==> src/rtl/fp32_byte_tx_if.sv <==
// fp32_byte_tx_if: word-in / byte-out stream bundle for fp32_byte_tx.
// master = upstream/host side, slave = the serialiser itself.
interface fp32_byte_tx_if #(
    parameter int DEPTH = 8
);
    logic                     in_valid;
    logic                     in_ready;
    logic [31:0]              in_data;
    logic                     in_last;
    logic                     out_valid;
    logic                     out_ready;
    logic [7:0]               out_byte;
    logic                     out_last;
    logic [$clog2(DEPTH):0]   fifo_count;
    logic                     idle;

    modport master (
        output in_valid, in_data, in_last, out_ready,
        input  in_ready, out_valid, out_byte, out_last, fifo_count, idle
    );

    modport slave (
        input  in_valid, in_data, in_last, out_ready,
        output in_ready, out_valid, out_byte, out_last, fifo_count, idle
    );
endinterface

==> src/rtl/fp32_byte_tx.sv <==
// fp32_byte_tx: buffers fp32 words in a FIFO and emits each as four bytes with a per-word last marker.
// Optional per-vector 0xA5 sync header when FP32_TX_HEADER_EN is defined.
module fp32_byte_tx #(
    parameter int DEPTH     = 8,
    parameter bit MSB_FIRST = 1'b1
) (
    input  logic          clk,
    input  logic          rst,
    fp32_byte_tx_if.slave bus
);
    localparam int AW = $clog2(DEPTH);

`ifdef FP32_TX_HEADER_EN
    typedef enum logic [1:0] {IDLE, HEADER, SEND} state_t;
`else
    typedef enum logic [1:0] {IDLE, SEND} state_t;
`endif

    logic [32:0]   r_mem [DEPTH];
    logic [AW-1:0] r_wr_ptr;
    logic [AW-1:0] r_rd_ptr;
    logic [AW:0]   r_count;
    state_t        r_state;
    logic [32:0]   r_hold;
    logic [1:0]    r_idx;
    logic          r_out_valid;
    logic          r_out_last;
    logic [7:0]    r_out_byte;
    logic          r_idle;

    logic          w_full;
    logic          w_empty;
    logic          w_push;
    logic          w_pop;
    logic          w_last_taken;
    logic          w_next_idle;
    logic [32:0]   w_rd_word;
    logic [AW:0]   w_count_next;
    logic [1:0]    w_idx_inc;
    logic [7:0]    w_rd_bytes   [4];
    logic [7:0]    w_hold_bytes [4];

    assign w_full       = (r_count == (AW+1)'(DEPTH));
    assign w_empty      = (r_count == '0);
    assign w_push       = bus.in_valid & bus.in_ready;
    assign w_last_taken = (r_state == SEND) & bus.out_ready & (r_idx == 2'd3);
    // Reload straight from the FIFO on the 4th byte so back-to-back words have no bubble.
    assign w_pop        = ~w_empty & ((r_state == IDLE) | w_last_taken);
    assign w_next_idle  = ~w_pop & ((r_state == IDLE) | w_last_taken);
    assign w_count_next = r_count + {{AW{1'b0}}, w_push} - {{AW{1'b0}}, w_pop};
    assign w_rd_word    = r_mem[r_rd_ptr];
    assign w_idx_inc    = r_idx + 2'd1;

    // Byte lanes in transmit order: lane 0 is sent first.
    genvar gi;
    generate
        for (gi = 0; gi < 4; gi++) begin : g_lane
            localparam int LO = MSB_FIRST ? 8 * (3 - gi) : 8 * gi;
            assign w_rd_bytes[gi]   = w_rd_word[LO +: 8];
            assign w_hold_bytes[gi] = r_hold[LO +: 8];
        end
    endgenerate

`ifdef FP32_TX_HEADER_EN
    logic r_need_hdr;
    logic w_hdr_due;
    // A reload inside SEND starts a new vector exactly when the word just finished carried last.
    assign w_hdr_due = (r_state == SEND) ? r_hold[32] : r_need_hdr;
`endif

    always_ff @(posedge clk) begin
        if (w_push) begin
            r_mem[r_wr_ptr] <= {bus.in_last, bus.in_data};
        end
    end

    always_ff @(posedge clk or posedge rst) begin
        if (rst) begin
            r_wr_ptr    <= '0;
            r_rd_ptr    <= '0;
            r_count     <= '0;
            r_state     <= IDLE;
            r_hold      <= '0;
            r_idx       <= 2'd0;
            r_out_valid <= 1'b0;
            r_out_last  <= 1'b0;
            r_out_byte  <= 8'h00;
            r_idle      <= 1'b1;
`ifdef FP32_TX_HEADER_EN
            r_need_hdr  <= 1'b1;
`endif
        end else begin
            if (w_push) r_wr_ptr <= r_wr_ptr + AW'(1);
            if (w_pop)  r_rd_ptr <= r_rd_ptr + AW'(1);
            r_count <= w_count_next;
            r_idle  <= (w_count_next == '0) & w_next_idle;

            if (w_pop) begin
                r_hold      <= w_rd_word;
                r_idx       <= 2'd0;
                r_out_valid <= 1'b1;
                r_out_last  <= 1'b0;
`ifdef FP32_TX_HEADER_EN
                if (w_hdr_due) begin
                    r_state    <= HEADER;
                    r_out_byte <= 8'hA5;
                    r_need_hdr <= 1'b0;
                end else begin
                    r_state    <= SEND;
                    r_out_byte <= w_rd_bytes[0];
                end
`else
                r_state    <= SEND;
                r_out_byte <= w_rd_bytes[0];
`endif
            end else begin
                case (r_state)
                    SEND: begin
                        if (bus.out_ready) begin
                            if (r_idx != 2'd3) begin
                                r_idx      <= w_idx_inc;
                                r_out_byte <= w_hold_bytes[w_idx_inc];
                                r_out_last <= r_hold[32] & (w_idx_inc == 2'd3);
                            end else begin
                                r_state     <= IDLE;
                                r_out_valid <= 1'b0;
                                r_out_last  <= 1'b0;
`ifdef FP32_TX_HEADER_EN
                                r_need_hdr  <= r_hold[32];
`endif
                            end
                        end
                    end
`ifdef FP32_TX_HEADER_EN
                    HEADER: begin
                        if (bus.out_ready) begin
                            r_state    <= SEND;
                            r_out_byte <= w_hold_bytes[0];
                            r_out_last <= 1'b0;
                        end
                    end
`endif
                    default: ;
                endcase
            end
        end
    end

    assign bus.in_ready   = ~rst & ~w_full;
    assign bus.out_valid  = r_out_valid;
    assign bus.out_byte   = r_out_byte;
    assign bus.out_last   = r_out_last;
    assign bus.fifo_count = r_count;
    assign bus.idle       = r_idle;
endmodule

==> src/flat_wrapper.sv <==
// flat-port wrapper written by rule: the top's interface ports become plain ports
module fp32_byte_tx_flat 
#(
    parameter int DEPTH     = 8,
    parameter bit MSB_FIRST = 1'b1
)
  (clk, rst, bus_in_valid, bus_in_data, bus_in_last, bus_out_ready, bus_in_ready, bus_out_valid, bus_out_byte, bus_out_last, bus_fifo_count, bus_idle);
  fp32_byte_tx_if #(.DEPTH(DEPTH)) bus_i ();
  input  logic clk;
  input  logic rst;
  input wire logic [$bits(bus_i.in_valid)-1:0] bus_in_valid;
  input wire logic [$bits(bus_i.in_data)-1:0] bus_in_data;
  input wire logic [$bits(bus_i.in_last)-1:0] bus_in_last;
  input wire logic [$bits(bus_i.out_ready)-1:0] bus_out_ready;
  output wire logic [$bits(bus_i.in_ready)-1:0] bus_in_ready;
  output wire logic [$bits(bus_i.out_valid)-1:0] bus_out_valid;
  output wire logic [$bits(bus_i.out_byte)-1:0] bus_out_byte;
  output wire logic [$bits(bus_i.out_last)-1:0] bus_out_last;
  output wire logic [$bits(bus_i.fifo_count)-1:0] bus_fifo_count;
  output wire logic [$bits(bus_i.idle)-1:0] bus_idle;
  assign bus_i.in_valid = bus_in_valid;
  assign bus_i.in_data = bus_in_data;
  assign bus_i.in_last = bus_in_last;
  assign bus_i.out_ready = bus_out_ready;
  assign bus_in_ready = bus_i.in_ready;
  assign bus_out_valid = bus_i.out_valid;
  assign bus_out_byte = bus_i.out_byte;
  assign bus_out_last = bus_i.out_last;
  assign bus_fifo_count = bus_i.fifo_count;
  assign bus_idle = bus_i.idle;
  fp32_byte_tx #(.DEPTH(DEPTH), .MSB_FIRST(MSB_FIRST)) u_core (.clk(clk), .rst(rst), .bus(bus_i));
endmodule
==> config.mk <==
export PLATFORM = sky130hd
export DESIGN_NAME = fp32_byte_tx_flat
export DESIGN_NICKNAME = d
export VERILOG_FILES = /design/src/rtl/fp32_byte_tx_if.sv /design/src/rtl/fp32_byte_tx.sv /design/src/flat_wrapper.sv
export SDC_FILE = /design/constraint.sdc
export NUM_CORES = 1
export LEC_CHECK = 0
export ABC_AREA = 0
export CELL_PAD_IN_SITES_DETAIL_PLACEMENT = 0
export CELL_PAD_IN_SITES_GLOBAL_PLACEMENT = 1
export CORE_UTILIZATION = 40
export DETAILED_ROUTE_END_ITERATION = 7
export GPL_TIMING_DRIVEN = 0
export PLACE_DENSITY_LB_ADDON = 0.25
export REMOVE_ABC_BUFFERS = 1
export SLEW_MARGIN = 10
export SYNTH_ARGS = -nofsm -noshare
export SYNTH_HDL_FRONTEND = slang
export SYNTH_SLANG_ARGS = --single-unit
==> constraint.sdc <==
create_clock -name clk -period 5.1 [get_ports clk]
set_clock_uncertainty 0.15 [all_clocks]
set_input_delay 1.275 -clock clk [delete_from_list [all_inputs] [get_ports clk]]
set_output_delay 1.275 -clock clk [all_outputs]
set_load 0.01 [all_outputs]
== Yosys cells after proc, flatten, opt, wreduce, memory -nomap -nowiden ==
Memories as Yosys holds them, arrays and structs flattened.
Cells that the tools add are included.

* Bits in registers: 58
* Memory bits (writable): 264
* Input bits: 37
* Output and inout port bits: 16
* Logic and storage cells: 71
* Memories kept: 1

{| class="wikitable"
|+ Memories
! name !! words !! bits a word !! read ports !! clocked after memory_dff !! wr ports !! RTL line !! RTL
|-
| u_core.r_mem || 8 || 33 || 1 || 0 || 1 || fp32_byte_tx.sv:19 || <nowiki>logic [32:0] r_mem [DEPTH];</nowiki>
|}

* $add $sub $neg: 5
* $lt $le $gt $ge: 1
* Equal/unequal tests: 6
* Mux-type cells: 25
* Bitwise logic cells: 14
* Reductions and logical operators: 9

{| class="wikitable"
|+ Operator list
! operator !! number
|-
| 8-bit two-way mux || 6
|-
| 8-bit binary-select mux with 2-bit select || 1
|-
| 2-bit two-way mux || 8
|-
| 1-bit two-way mux || 10
|-
| 1-bit AND || 8
|-
| 4-bit logical NOT || 2
|-
| 3-bit by 1-bit adder with 3-bit output (second input constant) || 2
|-
| 3-bit AND reduction || 2
|-
| 2-bit nonzero test || 3
|-
| 4-bit by 1-bit adder with 4-bit output || 1
|-
| 2-bit == test (second input constant) || 2
|-
| 4-bit == test (second input constant) || 1
|-
| 1-bit inverter || 4
|-
| 4-bit by 1-bit subtractor with 4-bit output || 1
|-
| 3-bit greater-or-equal comparator (second input constant) || 1
|-
| 2-bit inverter with 3-bit output || 1
|-
| 2-bit by 1-bit adder with 2-bit output (second input constant) || 1
|-
| 2-bit by 1-bit == test with 1-bit output (second input constant) || 1
|-
| 2-bit logical NOT || 1
|-
| 2-bit by 1-bit != test with 1-bit output (second input constant) || 1
|-
| 2-bit != test (second input constant) || 1
|-
| 2-bit AND reduction || 1
|-
| 1-bit bitwise OR || 1
|}

== Longest topological paths before layout ==
Gate-level depths: netlist of run 1.

* Word-level depth: 9
* Depth in mapped cells: 13
* Gate-level depth less buffers: 12

== Least setup slack after synthesis of run 1 ==
No wires, ideal clock.

* Path kind: input-to-reg
* Start: input port rst
* End: memory u_core.r_mem[0][0], enable pin
* Setup time: 506 ps
* Arrival: 4,861 ps
* Data required time: 4,444 ps
* Setup slack: -417 ps
* Stages: 3
* Buffers on the path: 0
* Cells stage by stage: a21oi_1 nand2_1 nor4_1

* Word-level cells in the longest chain between the ends: 5

{| class="wikitable"
|+ RTL lines
! element !! RTL line !! RTL
|-
| from (decl) || flat_wrapper.sv:10 || <nowiki>input logic rst;</nowiki>
|-
| 1-bit inverter || fp32_byte_tx.sv:149 || <nowiki>assign bus.in_ready = ~rst & ~w_full;</nowiki>
|-
| 1-bit AND || fp32_byte_tx.sv:149 ||
|-
| 1-bit AND || fp32_byte_tx.sv:45 || <nowiki>assign w_push = bus.in_valid & bus.in_ready;</nowiki>
|-
| 1-bit two-way mux || fp32_byte_tx.sv:72 || <nowiki>if (w_push) begin</nowiki>
|-
| 1-bit two-way mux (not written as such) || fp32_byte_tx.sv:73 || <nowiki>r_mem[r_wr_ptr] <= {bus.in_last, bus.in_data};</nowiki>
|-
| to (decl) || fp32_byte_tx.sv:19 ||
|}

No other way between the ends.

== Worst setup path in the final report of run 1 ==
* Start: input port bus_out_ready
* End: register u_core.r_idle (netlist: u_core.bus.idle)

* Word-level cells in the longest chain between the ends: 7
* Elaborated cells on any way between the ends: 9
* Those cells by class: add/sub: 1; bitwise: 7; reduce/logical: 1

{| class="wikitable"
|+ RTL lines
! element !! RTL line !! RTL
|-
| from (decl) || flat_wrapper.sv:14 || <nowiki>input wire logic [$bits(bus_i.out_ready)-1:0] bus_out_ready;</nowiki>
|-
| 1-bit AND (2 in series) || fp32_byte_tx.sv:46 || <nowiki>assign w_last_taken = (r_state == SEND) & bus.out_ready & (r_idx == 2'd3);</nowiki>
|-
| 1-bit bitwise OR || fp32_byte_tx.sv:48 || <nowiki>assign w_pop = ~w_empty & ((r_state == IDLE) | w_last_taken);</nowiki>
|-
| 1-bit AND || fp32_byte_tx.sv:48 ||
|-
| 4-bit by 1-bit subtractor with 4-bit output || fp32_byte_tx.sv:50 || <nowiki>assign w_count_next = r_count + {{AW{1'b0}}, w_push} - {{AW{1'b0}}, w_pop};</nowiki>
|-
| net u_core.w_count_next[2] || fp32_byte_tx.sv:38 || <nowiki>logic [AW:0] w_count_next;</nowiki>
|-
| 4-bit logical NOT || fp32_byte_tx.sv:96 || <nowiki>r_idle <= (w_count_next == '0) & w_next_idle;</nowiki>
|-
| 1-bit AND || fp32_byte_tx.sv:96 ||
|-
| to (signal assigned) || fp32_byte_tx.sv:96 ||
|-
| to (decl) || fp32_byte_tx.sv:29 || <nowiki>logic r_idle;</nowiki>
|}

The timed path passes the listed nets, and every way through them passes these cells.
A chain may end at the register's enable or synchronous reset.

==> results.yml, run 1 <==
outcome:
  status: "finished clean"
synthesis:
  yosysWarnings: 0
  synth_top_area_share_pct: 63.4
  synth_edf_count: 264
  syn-instance-count: 657
  synth_area_mm2: 0.0125
  synthArstFlopShare_pct: 17.5
  netlist_top_cells_area: "edfxtp_1, dfrtp_1, mux4_2, mux2i_1, nand2_1"
  yosysTopAreaCell: "edfxtp_1"
  ys_seq_area_share_pct: 74.7
  ys.flop_type: "edfxtp_1"
  synth.avg_cell_area_um2: 19.0
  synth.distinct_cells: 38
  ys_ff_latch: 320
clock_tree:
  cts_root_buf: "clkbuf_16"
  postCtsSetupRepairBufs: 0
  clk_path_buf_depth: 3
  clock_sinks: 320
  clk_pin_slew_ps: 50
  clk_latency_ps: 530
  cts_made_buffers: 36
  cts_hold_buf: 0
  cts_resized: 0
  cts-htree-levels: 2
  cts_tree: "built"
drt:
  avgViaCountPerCell: 5.22
  vias: 6121
  drtIter0Drc: 361
  drc_errors: 0
  ant_nets: 0
  routedWlPerCell_um: 21.7
  wirelength_mm: 25.5
  drt-pass1-iter-count: 4
placement:
  port_buffers: 52
  place_congestion: 0.725
  dp.cells: 1105
  dp.final_hpwl_mm: 16.3
  post-place-ws_ps: 197
sta:
  worst_pin_slew_ps: 847
  final-setup-viol-count: 0
  setup_slack_ps: 772
  hold_viol_final: 0
  fmax_mhz: 231
  rsz0062_at_grt: "no"
  fin_crit_ps: 4330
  maxSlewViolCount: 0
  fin_crit_sh_pct: 84.9
  slew_headroom_pct: 43.2
critical_path:
  worst-path-stages: 11
  critPathMostFrequentCell: "inv_1"
  slowest_delay_ps: 570
  path_class: "input pin to register"
  start_kind: "input pin"
  critPathTopFamily: "buffers and inverters"
  cp_data_arrival_time_ps: 4590
  r2r_cells: 11
  crit_slowest_cell: "nand2_2"
  crit_buf_inv: 4
  crit_chain: "clkdlybuf4s50_1 > a21bo_2 > nand2_2 > inv_1 > ha_1 > inv_1 > ha_1 > inv_1 > fa_1 > xnor2_1 > nor4_1"
  end_kind: "register"
  worstPathMaxFanout: 38
  required_ps: 5360
finish:
  final_cell_count_no_fill: 1172
  utilization_pct: 48.6
  final_cell_mix: "edfxtp_1, nand2_1, mux4_2, mux2i_1"
  syn_to_final_growth_pct: 19.2
  drive_gt1_share_pct: 21.0
  final_common_cell: "edfxtp_1"
  num-fill-cells: 2540
  layout.nets: 795
grt:
  grt_start_max_net_pins: 47
  grt_overflow: 0
  grt_pass1_wl_mm: 39.0
  grt_pass1_vias: 6341
  antenna_found_initial: 1
  grtUsageTotal_pct: 16.9
floorplanning:
  dieArea_mm2: 0.0320
  initial_core_util_pct: 40.8
  core_mm2: 0.0307
  die_y_um: 179
  die_x_um: 179
  ios: 53
  rows: 64
worst_hold_path:
  hold_path_class: "register to register"
  worstHoldPathCells: 2
power:
  powerDensity_mw_per_mm2: 535
  leakagePower_nw: 5.18
  vdd_drop_max_mv: 0.348
flow_run:
  drv_cap: 0
==> synth_stat cells (all sizes together), types with 2 or more instances <==
cell / number
a22oi: 16
nor3: 4
clkbuf: 4
nand2: 61
buf: 29
inv: 14
mux2i: 58
nor2b: 4
edfxtp: 264
a21oi: 2
nor4: 2
xnor2: 4
nor2: 14
a31oi: 9
mux4: 58
ha: 10
xor2: 2
dfrtp: 55
nand2b: 3
o22ai: 2
nand3: 9
o21ai: 25
==> through the flow <==
stage / setup TNS (ps) / hold WS [ps] / power (mW) / instance area, µm²
after global routing: 0 / 340 / 8.37 / 14900
after CTS: 0 / 334 / 8.09 / 14900
final: 0 / 330 / 7.97 / 14900
after detailed placement: 0 / 318 / 5.65 / 13800
after global placement: -656680 / 309 / 5.61 / 13300
after floorplan: -13750 / 292 / 4.91 / 12300
==> worst reg2reg max path: cells and delay by family, from the launching register on <==
| family | cells | cell delay [ps] |
|---|---|---|
| xor+xnor | 1 | 170 |
| compound gates | 1 | 250 |
| fa+ha+maj | 4 | 1340 |
| buf+inv | 3 | 560 |
| simple gates | 2 | 870 |
| flops | 1 | 650 |
==> per-layer routing <==
| metal | wire [µm] | share of wire (%) | global-route usage [%] | up-vias |
|---|---|---|---|---|
| li1 | - | - | - | 2761 |
| met1 | 12000 | 47 | 24.2 | 3207 |
| met2 | 11900 | 47 | 26.6 | 112 |
| met3 | 986 | 3.9 | 2.82 | 41 |
| met4 | 545 | 2.1 | 5.26 | 0 |
| met5 | 0 | 0 | 0 | - |
==> cell type report <==
| type | count | area, µm² | area share, % |
|---|---|---|---|
| sequential | 320 | 9340 | 62.7 |
| clock inverter | 14 | 106 | 0.714 |
| tap | 396 | 495 | 3.33 |
| clock buffer | 52 | 1020 | 6.86 |
| antenna | 1 | 2.50 | 0.0168 |
| timing repair buffer | 85 | 947 | 6.36 |
| inverter | 14 | 52.6 | 0.353 |
| multi-input combinational | 290 | 2930 | 19.7 |
==> power by group <==
group | internal (mW) | switching (mW)
Sequential | 3.21 | 0.341
Combinational | 1.04 | 0.962
Clock | 1.45 | 0.973
==> registers in the layout, indices dropped and copies added (netlist names) <==
register and cells:
u_core.r_mem 264, u_core.r_hold 33, u_core.bus.out_byte 8, u_core.bus.fifo_count 4, u_core.r_rd_ptr 3, u_core.r_wr_ptr 3
u_core.r_idx 2, u_core.bus.idle 1, u_core.bus.out_last 1, u_core.r_state 1
==> final timing paths <==
check	end	start	slack, ps
max	u_core.bus.idle	bus_out_ready	770
min	u_core.r_hold[10]	u_core.r_hold[10]	330
max reg2reg	u_core.bus.idle	u_core.r_idx[0]	1010
min reg2reg	u_core.r_hold[10]	u_core.r_hold[10]	330
max in group asynchronous	u_core.bus.idle	rst	3130
min in group asynchronous	u_core.bus.out_byte[3]	rst	1040
==> cells by family after synthesis <==
group / Yosys count / share of synthesized area (%)
buf+inv: 47 / 2.31
flops: 320 / 74.7
simple gates: 99 / 3.36
xor+xnor: 6 / 0.420
fa+ha+maj: 11 / 1.16
mux: 117 / 15.2
compound gates: 57 / 2.90
Note: power is estimated with default switching activity, not from simulation.
==> run 2: changes to the inputs <==
- clock period: 5.1 -> 4.43 ns (I/O delays scaled with it)
==> run 2 against run 1 <==
Compared with the run above: non-clock buffer count is the same; highest routed layer unchanged; critical endpoint unchanged; critical path depth is the same; largest cell class unchanged; clock power grew 15%; sequential share of layout area is essentially flat.
==> results.yml, run 2 (synthesis results as in run 1) <==
sta:
  maxSlewViolCount: 0
  fin_crit_ps: 3810
  fmax_mhz: 262
  hold_viol_final: 0
  worst_pin_slew_ps: 847
  slew_headroom_pct: 43.3
  fin_crit_sh_pct: 86.1
  rsz0062_at_grt: "no"
  setup_tns_ps: 0
  final-setup-viol-count: 0
floorplanning:
  initial_core_util_pct: 40.8
  dieArea_mm2: 0.0320
  core_mm2: 0.0307
  rows: 64
  ios: 53
  die_x_um: 179
  die_y_um: 179
placement:
  dp.final_hpwl_mm: 16.3
  port_buffers: 52
  place_congestion: 0.725
  placed_area_mm2: 0.0138
  dp.cells: 1105
outcome:
  status: "finished clean"
finish:
  syn_to_final_growth_pct: 19.2
  final_cell_mix: "edfxtp_1, nand2_1, mux4_2, mux2i_1"
  drive_gt1_share_pct: 21.0
  final_common_cell: "edfxtp_1"
  num-fill-cells: 2539
  largest_reg_flops: 264
  layout.nets: 795
  stdcell_area_mm2: 0.0149
  top_register: "u_core.r_mem"
  final_cell_count_no_fill: 1172
critical_path:
  reg2reg_from: "u_core.r_idx[0]"
  end_kind: "register"
  required_ps: 4690
  path_class: "input pin to register"
  cp_data_arrival_time_ps: 4070
  r2r_cells: 11
  worstPathMaxFanout: 38
  r2r_end: "u_core.bus.idle"
  start_kind: "input pin"
  r2r_slack_ps: 690
worst_hold_path:
  min_to: "u_core.r_hold[10]"
  worstHoldPathCells: 2
  hold_path_class: "register to register"
  worstHoldStart: "u_core.r_hold[10]"
drt:
  routedWlPerCell_um: 21.7
  ant_nets: 0
  drtIter0Drc: 360
  wirelength_mm: 25.4
  avgViaCountPerCell: 5.23
  drc_errors: 0
  vias: 6126
  drt-pass1-iter-count: 4
power:
  power_frac_seq_pct: 44.5
  vdd_drop_max_mv: 0.400
  leakagePower_nw: 5.18
  p_switching_mw: 2.62
  intPower_mw: 6.56
  p_sw_share_pct: 28.6
  pwr-share-clk_pct: 30.4
  p_total_mw: 9.18
  combinationalPowerShare_pct: 25.1
  powerDensity_mw_per_mm2: 616
clock_tree:
  clk_path_buf_depth: 3
  cts_resized: 0
  cts_tree: "built"
  cts-htree-levels: 2
  cts_made_buffers: 36
  postCtsSetupRepairBufs: 0
  cts_root_buf: "clkbuf_16"
  clk_latency_ps: 530
  cts_hold_buf: 0
  clock_sinks: 320
  clk_pin_slew_ps: 50
grt:
  grt_pass1_vias: 6341
  grt_start_max_net_pins: 47
  antenna_found_initial: 1
  grtUsageTotal_pct: 16.9
  grt_overflow: 0
  grt_pass1_wl_mm: 39.0
flow_run:
  drv_cap: 0
run 2: cell counts in the layout (fill, tap and decap cells not counted):
No cell type changed its count.
run 2: critical path: stages:
cell	delay [ps]
clkdlybuf4s50_1	500
a21bo_2	270
nand2_4	350
inv_1	350
ha_1	360
inv_1	50
ha_1	160
inv_1	60
fa_1	390
xnor2_1	160
nor4_1	300
run 2: final cells by class:
class                           count  area, µm²  area share, %
Clock buffer                       52       1020           6.86
Antenna cell                        1       2.50         0.0168
Timing Repair Buffer               85        947           6.36
Multi-Input combinational cell    290       2940           19.7
Sequential cell                   320       9340           62.7
Clock inverter                     14        106          0.714
Inverter                           14       52.6          0.353
Tap cell                          396        495           3.33
run 2: per-layer routing:
| layer | global-route usage, % | up-vias | wire length (µm) |
|---|---|---|---|
| met5 | 0 | - | 0 |
| met4 | 5.26 | 0 | 545 |
| met3 | 2.82 | 41 | 1010 |
| met2 | 26.6 | 120 | 11900 |
| met1 | 24.2 | 3204 | 12000 |
| li1 | - | 2761 | - |
run 2: worst max-delay path by stage:
stage	startpoint	end	cells past startpoint
floorplan	rst	u_core.r_mem[0][0]	3
global placement	rst	u_core.r_mem[0][15]	4
detailed placement	bus_out_ready	u_core.bus.idle	11
CTS	bus_out_ready	u_core.bus.idle	11
global route	u_core.r_idx[0]	u_core.bus.idle	11
finish	bus_out_ready	u_core.bus.idle	11
run 2: power groups by stage:
stage	Clock, mW	Combinational [mW]	Sequential [mW]
after floorplan	0	1.47	4.18
after global placement	0	2.09	4.37
after detailed placement	0	2.35	4.16
after CTS	2.86	2.36	4.10
after global routing	2.97	2.52	4.15
final	2.79	2.30	4.09
run 2: stage by stage:
step | utilization, % | hold WS (ps) | worst slack (ps)
after floorplan | - | 292 | -919
after global placement | 43.3 | 309 | -5080
after detailed placement | 44.9 | 318 | -305
after CTS | 48.6 | 334 | 207
after global routing | 48.6 | 340 | 304
final | 48.6 | 329 | 617
